$ cat src/rtl/hazard_pc_ctrl.sv
// ---------------------------------------------------------------------------
// hazard_pc_ctrl
//   Pipeline control for the 5-stage RISC-V core.
//   - Detects load-use hazards and inserts one stall cycle.
//   - Freezes the whole pipeline while the data memory is busy.
//   - Steers PC redirects on taken branches and jumps.
//   - Flushes IF/ID for SHADOW extra cycles after a redirect, which covers the
//     instruction-memory latency.
//
// Ports
//   clk, reset (async, active-low)
//   id_rs1, id_rs2, id_use_rs1, id_use_rs2 : source operands of the ID instr
//   ex_mem_read, ex_rd                     : load in EX and its destination
//   ex_redirect                            : taken branch/jump resolved in EX
//   mem_busy                               : data memory not ready
//   bubble, pc_redirect                    : PC register / next-PC mux control
//   ifid_hold/flush, idex_hold/flush       : stage-register control
//   exmem_hold                             : holds EX/MEM and MEM/WB
//   stall_cnt                              : saturating count of bubble cycles
//   mem_timeout                            : sticky, busy ran past MAX_WAIT
//
// State   | meaning
// --------+---------------------------------------------------------------
// RUN     | normal flow; load-use stalls and redirects are handled here
// FREEZE  | data memory busy; every stage held
// SHADOW  | redirect issued; IF/ID flushed while fetch catches up
// ---------------------------------------------------------------------------
module hazard_pc_ctrl #(
    parameter int REG_W    = 5,
    parameter int SHADOW   = 1,
    parameter int MAX_WAIT = 15,
    parameter int CNT_W    = 16
) (
    input  logic             clk,
    input  logic             reset,
    input  logic [REG_W-1:0] id_rs1,
    input  logic [REG_W-1:0] id_rs2,
    input  logic             id_use_rs1,
    input  logic             id_use_rs2,
    input  logic             ex_mem_read,
    input  logic [REG_W-1:0] ex_rd,
    input  logic             ex_redirect,
    input  logic             mem_busy,
    output logic             bubble,
    output logic             pc_redirect,
    output logic             ifid_hold,
    output logic             ifid_flush,
    output logic             idex_hold,
    output logic             idex_flush,
    output logic             exmem_hold,
    output logic [CNT_W-1:0] stall_cnt,
    output logic             mem_timeout
);

    localparam logic [1:0] ST_RUN    = 2'd0;
    localparam logic [1:0] ST_FREEZE = 2'd1;
    localparam logic [1:0] ST_SHADOW = 2'd2;

    // Nine bits so MAX_WAIT+1 is representable for MAX_WAIT up to 255.
    localparam int               WAIT_W   = 9;
    localparam logic [WAIT_W-1:0] WAIT_LIM = WAIT_W'(MAX_WAIT);
    localparam logic [WAIT_W-1:0] WAIT_SAT = WAIT_W'(MAX_WAIT + 1);
    localparam logic [1:0]        SH_LOAD  = 2'(SHADOW);
    localparam logic [1:0]        ST_AFTER_REDIR = (SHADOW > 0) ? ST_SHADOW : ST_RUN;

    logic [1:0]        state;
    logic [1:0]        state_nxt;
    logic [1:0]        sh_cnt;
    logic [1:0]        sh_cnt_nxt;
    logic [WAIT_W-1:0] wait_cnt;
    logic              lu_hazard;

    assign lu_hazard = ex_mem_read && (ex_rd != '0) &&
                       ((id_use_rs1 && (id_rs1 == ex_rd)) ||
                        (id_use_rs2 && (id_rs2 == ex_rd)));

    always_comb begin
        bubble      = 1'b0;
        pc_redirect = 1'b0;
        ifid_hold   = 1'b0;
        ifid_flush  = 1'b0;
        idex_hold   = 1'b0;
        idex_flush  = 1'b0;
        exmem_hold  = 1'b0;
        state_nxt   = state;
        sh_cnt_nxt  = sh_cnt;

        // Outputs are gated by reset so they drop the moment reset asserts,
        // not at the next clock edge.
        if (reset) begin
            case (state)
                // FREEZE with mem_busy low behaves exactly like RUN, so both
                // states share one decode.
                ST_RUN, ST_FREEZE: begin
                    if (mem_busy) begin
                        bubble     = 1'b1;
                        ifid_hold  = 1'b1;
                        idex_hold  = 1'b1;
                        exmem_hold = 1'b1;
                        state_nxt  = ST_FREEZE;
                    end else if (ex_redirect) begin
                        pc_redirect = 1'b1;
                        ifid_flush  = 1'b1;
                        idex_flush  = 1'b1;
                        sh_cnt_nxt  = SH_LOAD;
                        state_nxt   = ST_AFTER_REDIR;
                    end else begin
                        if (lu_hazard) begin
                            bubble     = 1'b1;
                            ifid_hold  = 1'b1;
                            idex_flush = 1'b1;
                        end
                        state_nxt = ST_RUN;
                    end
                end
                ST_SHADOW: begin
                    // ID holds a flushed NOP here, so lu_hazard is irrelevant.
                    if (mem_busy) begin
                        bubble     = 1'b1;
                        ifid_hold  = 1'b1;
                        idex_hold  = 1'b1;
                        exmem_hold = 1'b1;
                    end else if (ex_redirect) begin
                        pc_redirect = 1'b1;
                        ifid_flush  = 1'b1;
                        idex_flush  = 1'b1;
                        sh_cnt_nxt  = SH_LOAD;
                    end else begin
                        ifid_flush = 1'b1;
                        sh_cnt_nxt = sh_cnt - 2'd1;
                        if (sh_cnt <= 2'd1) begin
                            state_nxt = ST_RUN;
                        end
                    end
                end
                default: state_nxt = ST_RUN;
            endcase
        end
    end

    always_ff @(posedge clk or negedge reset) begin
        if (!reset) begin
            state       <= ST_RUN;
            sh_cnt      <= '0;
            wait_cnt    <= '0;
            mem_timeout <= 1'b0;
            stall_cnt   <= '0;
        end else begin
            state  <= state_nxt;
            sh_cnt <= sh_cnt_nxt;

            // The first busy cycle (seen while still in RUN) counts as well.
            if (mem_busy) begin
                if (wait_cnt != WAIT_SAT) begin
                    wait_cnt <= wait_cnt + 1'b1;
                end
                if (wait_cnt >= WAIT_LIM) begin
                    mem_timeout <= 1'b1;
                end
            end else begin
                wait_cnt <= '0;
            end

            if (bubble && (stall_cnt != '1)) begin
                stall_cnt <= stall_cnt + 1'b1;
            end
        end
    end

endmodule
$ cat config.mk
export PLATFORM = sky130hd
export DESIGN_NAME = hazard_pc_ctrl
export DESIGN_NICKNAME = d
export VERILOG_FILES = /design/src/rtl/hazard_pc_ctrl.sv
export SDC_FILE = /design/constraint.sdc
export NUM_CORES = 1
export LEC_CHECK = 0
export CORE_UTILIZATION = 40
export DETAILED_ROUTE_END_ITERATION = 7
export DONT_BUFFER_PORTS = 1
export PLACE_DENSITY = 0.66
export SYNTH_ARGS = -nofsm -noshare
export SYNTH_HDL_FRONTEND = slang
export SYNTH_SLANG_ARGS = --single-unit
$ cat constraint.sdc
create_clock -name clk -period 4.8 [get_ports clk]
set_input_delay 0.96 -clock clk [delete_from_list [all_inputs] [get_ports clk]]
set_output_delay 0.96 -clock clk [all_outputs]
set_load 0.01 [all_outputs]
# == Word-level counts from Yosys, hierarchy flattened ==
# Index checks and enable logic that the tools add are counted.
# classes
n_reduce_logical,14
muxes,32
addsub,3
n_eq_ne,12
order_cmp,2
# ops
op,count
2-bit two-way mux,9
9-bit two-way mux,2
"16-bit by 1-bit adder with 16-bit output, second input constant",1
1-bit two-way mux,16
"16-bit inequality test, second input constant",1
5-bit equality test,2
"2-bit inequality test, second input constant",5
"9-bit by 1-bit adder with 9-bit output, second input constant",1
"9-bit by 4-bit >= comparator with 1-bit output, second input constant",1
"9-bit by 5-bit inequality test with 1-bit output, second input constant",1
2-bit one-hot mux with 2 select lines,2
1-bit one-hot mux with 2 select lines,3
1-bit logical AND,5
5-bit AND reduction,1
5-bit nonzero test,1
4-bit AND reduction,1
3-bit OR reduction,1
"2-bit by 1-bit equality test with 1-bit output, second input constant",1
"2-bit equality test, second input constant",1
"2-bit by 1-bit <= comparator with 1-bit output, second input constant",1
2-bit zero test,1
"2-bit by 1-bit inequality test with 1-bit output, second input constant",1
2-bit AND reduction,1
2-bit nonzero test,1
other kinds (3),3
# word_totals
word_cells,68
out_inout_bits,24
reg_bits,30
in_bits,22

# == Depth between registers and ports, before layout ==
# depth
depth_word,10
mapped_depth,7
mapped_depth_nobuf,6

# == Worst setup path before layout ==
# Ideal clock, no wire load.
# synth_path
path_kind,input to output
startpoint,input port ex_rd[1]
endpoint,output port ifid_hold
stages,6
n_path_buf,2
arrival_time_ps,2367
t_required_ps,3840
setup_slack_ps,1473
cell_sequence,or4_1 o21a_1 a41oi_4 buf_6 inv_1 buf_4
# synth_between
elab_chain_cells,9
elab_cells_between_ends,13
classes_between,eq/ne: 2; mux: 5; reduce/logical: 6
# synth_rtl
item,line,rtl
start: declaration,41,"input logic [REG_W-1:0] ex_rd,"
5-bit equality test (on tied branches),"74, 75",
1-bit logical AND (on tied branches),"74, 75",
1-bit logical OR,74,((id_use_rs1 && (id_rs1 == ex_rd)) ||
1-bit logical AND (*),73,assign lu_hazard = ex_mem_read && (ex_rd != '0) &&
1-bit two-way mux (*) (3 in a row),n/a,
1-bit one-hot mux with 2 select lines (*),n/a,
1-bit two-way mux (*),n/a,
end: declaration,46,"output logic ifid_hold,"
# Every way passes the cells marked *; elsewhere a longest branch is shown, timed or not.

# == Final worst setup path ==
# Ends and elaborated chain as after synthesis.

==> flow_summary.json <==
{
  "place_area_um2": 1750,
  "cts.clk_slew.worst_paths_ns": 0.07,
  "hpwl_um": 2350,
  "cts_tree": "yes",
  "r2r_start": "stall_cnt[2]",
  "r2r_cells": 6,
  "rsz0062_at_grt": "no",
  "switching_power_mw": 0.231,
  "critPathArrivalTime_ns": 2.40,
  "slowest_delay_ns": 0.50,
  "grt_util_all_layers_pct": 15.0,
  "dieArea_um2": 4580,
  "synth_nets": 205,
  "area_growth_pct": 7.54,
  "max_cap_violations": 0,
  "syn_area_per_cell_um2": 9.65,
  "cts_made_buffers": 5,
  "finalHoldViolations": 0,
  "p_clk_share_pct": 33.3,
  "clk_latency_ns": 0.28,
  "critPathBufInv": 1,
  "worstMarginPinSlew_ns": 0.802,
  "clock-skew-final_ns": 0.00812,
  "ios": 46,
  "worstPathRequired_ns": 3.84,
  "ant_nets": 0,
  "nFillCells": 407,
  "vias_per_cell": 5.43,
  "finalSetupTns_ns": 0,
  "drv_slew": 0,
  "fin_crit_sh_pct": 70.0,
  "grt_pass1_wl_um": 4980,
  "final_util_pct": 45.4,
  "clockBufferDepth": 2,
  "die_height_um": 67.7,
  "ys_types": 37,
  "drive_above_1_share_pct": 5.52,
  "fin_crit_ns": 3.36,
  "pwr-share-seq_pct": 49.6,
  "internal_power_mw": 0.514,
  "vias": 1255,
  "cts_resized": 0,
  "synthesis.area_um2": 1730,
  "cellLeakagePower_nw": 0.782,
  "critical_path_class": "in -> out",
  "r2r_slack_ns": 2.51,
  "layout_common_cells": "30 x dfrtp_1, 16 x xor2_1, 14 x xnor2_1, 13 x nand2_1, 13 x nor3_1",
  "cp_max_fo": 16,
  "finalSetupViolations": 0,
  "status": "completed",
  "ys_ff_latch": 30,
  "std_cell_rows": 23,
  "start_util_pct": 42.3,
  "die_w_um": 67.7,
  "wl_per_cell_um": 14.3,
  "layout.nets": 206,
  "r2r_end": "stall_cnt[1]",
  "cts_setup_buffers": 0,
  "diodes": 0,
  "worst_setup_path_end_kind": "primary output",
  "htreeDepth": 2,
  "overflow": 0,
  "layout_commonest_cell": "dfrtp_1",
  "seq_area_frac_synth_pct": 43.5,
  "numPortBuffers": 0,
  "powerDensity_nw_per_um2": 401,
  "grt_antenna_before_repair": 0,
  "cp_cell_sequence": "or4_1, o21a_1, a41oi_4, inv_1",
  "path_delay_family": "compound AO/OA/AOI/OAI gates",
  "cts.sinks": 30,
  "slew_headroom_pct": 46.2,
  "gp_congestion": 0.758,
  "p_sw_share_pct": 31.1,
  "drtPass1Iterations": 4,
  "cts_root_buffer": "clkbuf_8",
  "ys.warnings.count": 0,
  "hold_buffers": 0,
  "final_cell_area_um2": 1860,
  "drt_iter0_markers": 40,
  "wl_um": 3310,
  "crit_path_start_kind": "input port",
  "core_area_um2": 4090,
  "min_path_type": "in -> async",
  "grt_pass1_vias": 1114,
  "pwr-share-comb_pct": 17.1,
  "ir_drop_uv": 138,
  "grt_max_degree": 38,
  "cpMaxStageDelayCell": "or4_1",
  "syn_inst": 179,
  "drc": 0,
  "fmax_mhz": 298
}
## cell type report
cell class / instances / area (µm²) / share of cell area, %
multi-input combinational: 136 / 911 / 49.1
clock inverter: 1 / 30.0 / 1.62
tap: 50 / 62.6 / 3.37
inverter: 7 / 26.3 / 1.42
sequential: 30 / 751 / 40.4
clock buffer: 7 / 76.3 / 4.11
## power groups by stage
stage | sequential [mW] | combinational [mW] | clock [mW]
2_1_floorplan | 0.356 | 0.114 | 0
6_report | 0.370 | 0.127 | 0.248
4_1_cts | 0.371 | 0.130 | 0.256
5_1_grt | 0.380 | 0.144 | 0.264
3_5_place_dp | 0.375 | 0.129 | 0
3_3_place_gp | 0.374 | 0.123 | 0
## per-stage QoR
| stage | cells | hold WS [ns] | worst slack [ns] | total power [mW] |
|---|---|---|---|---|
| 2_1_floorplan | 179 | 0.493 | 1.47 | 0.470 |
| 3_3_place_gp | 223 | 0.510 | 1.43 | 0.497 |
| 3_5_place_dp | 223 | 0.510 | 1.42 | 0.504 |
| 4_1_cts | 231 | 0.355 | 1.43 | 0.757 |
| 5_1_grt | 231 | 0.350 | 1.36 | 0.787 |
| 6_report | 231 | 0.368 | 1.44 | 0.745 |
## registers in the layout, summed over array words and instances (netlist names)
register,count
sh_cnt,2
state,2
wait_cnt,9
stall_cnt,16
mem_timeout,1
## metal layers
metal | global-route usage, % | up-vias | part of all wire [%]
met5 | 0 | - | 0
met4 | 7.18 | 0 | 1.4
met3 | 6.76 | 5 | 7.6
met2 | 23.9 | 36 | 45
met1 | 16.9 | 588 | 46
li1 | - | 626 | -
## cell families (layout without fill, tap and decap cells)
kind of cell,count (synthesis),after routing,synth area share [%]
buffers and inverters,13,15,3.77
and+or+nand+nor,79,79,24.6
DFF,30,30,43.5
muxes,2,2,1.45
AOI/OAI and AO/OA,21,21,8.62
xor gates and xnor gates,30,30,15.2
adders and majority gates,4,4,2.90
## worst max path at each step
stage                        start         to  depth (start not counted)  slack, ns
after detailed placement  ex_rd[1]  ifid_hold                          4       1.42
after global placement    ex_rd[1]  ifid_hold                          4       1.43
final                     ex_rd[1]  ifid_hold                          4       1.44
after CTS                 ex_rd[1]  ifid_hold                          4       1.43
after floorplan           ex_rd[1]  ifid_hold                          6       1.47
after global routing      ex_rd[1]  ifid_hold                          4       1.36
## worst reg2reg max path, stage by stage (launching register included)
cell and delay (ns):
dfrtp_1 0.49, and4_1 0.25, and2_1 0.18, nand3_1 0.12, nor3_2 0.70, nor2_2 0.11
mux2_4 0.32
## synthesized netlist by cell type (all sizes together)
| cell type | count | area share [%] |
|---|---|---|
| a21boi | 3 | 1.3 |
| nand3b | 3 | 1.3 |
| nor3 | 14 | 4.3 |
| nor2 | 11 | 2.5 |
| nor3b | 1 | 0.43 |
| ha | 4 | 2.9 |
| or3 | 2 | 0.72 |
| a21oi | 5 | 1.4 |
| and3 | 3 | 1.1 |
| a41oi | 1 | 1.6 |
| mux2i | 1 | 0.58 |
| clkbuf | 2 | 0.43 |
| o21ai | 7 | 2.0 |
| a32oi | 1 | 0.51 |
| xor2 | 16 | 8.1 |
| o21a | 1 | 0.43 |
| nor4 | 2 | 0.72 |
| and4 | 1 | 0.51 |
| nand3 | 7 | 2.0 |
| o2bb2ai | 1 | 0.51 |
| inv | 7 | 1.5 |
| nand2b | 2 | 0.72 |
| nor2b | 3 | 1.1 |
| or4 | 1 | 0.43 |
| nand4 | 11 | 4.0 |
| dfrtp | 30 | 43 |
| a21o | 1 | 0.43 |
| mux2 | 1 | 0.87 |
| nand2 | 13 | 2.8 |
| o22ai | 1 | 0.36 |
| buf | 4 | 1.8 |
| and2 | 5 | 1.8 |
| xnor2 | 14 | 7.1 |
No activity file was read; power rests on OpenSTA's default activity.
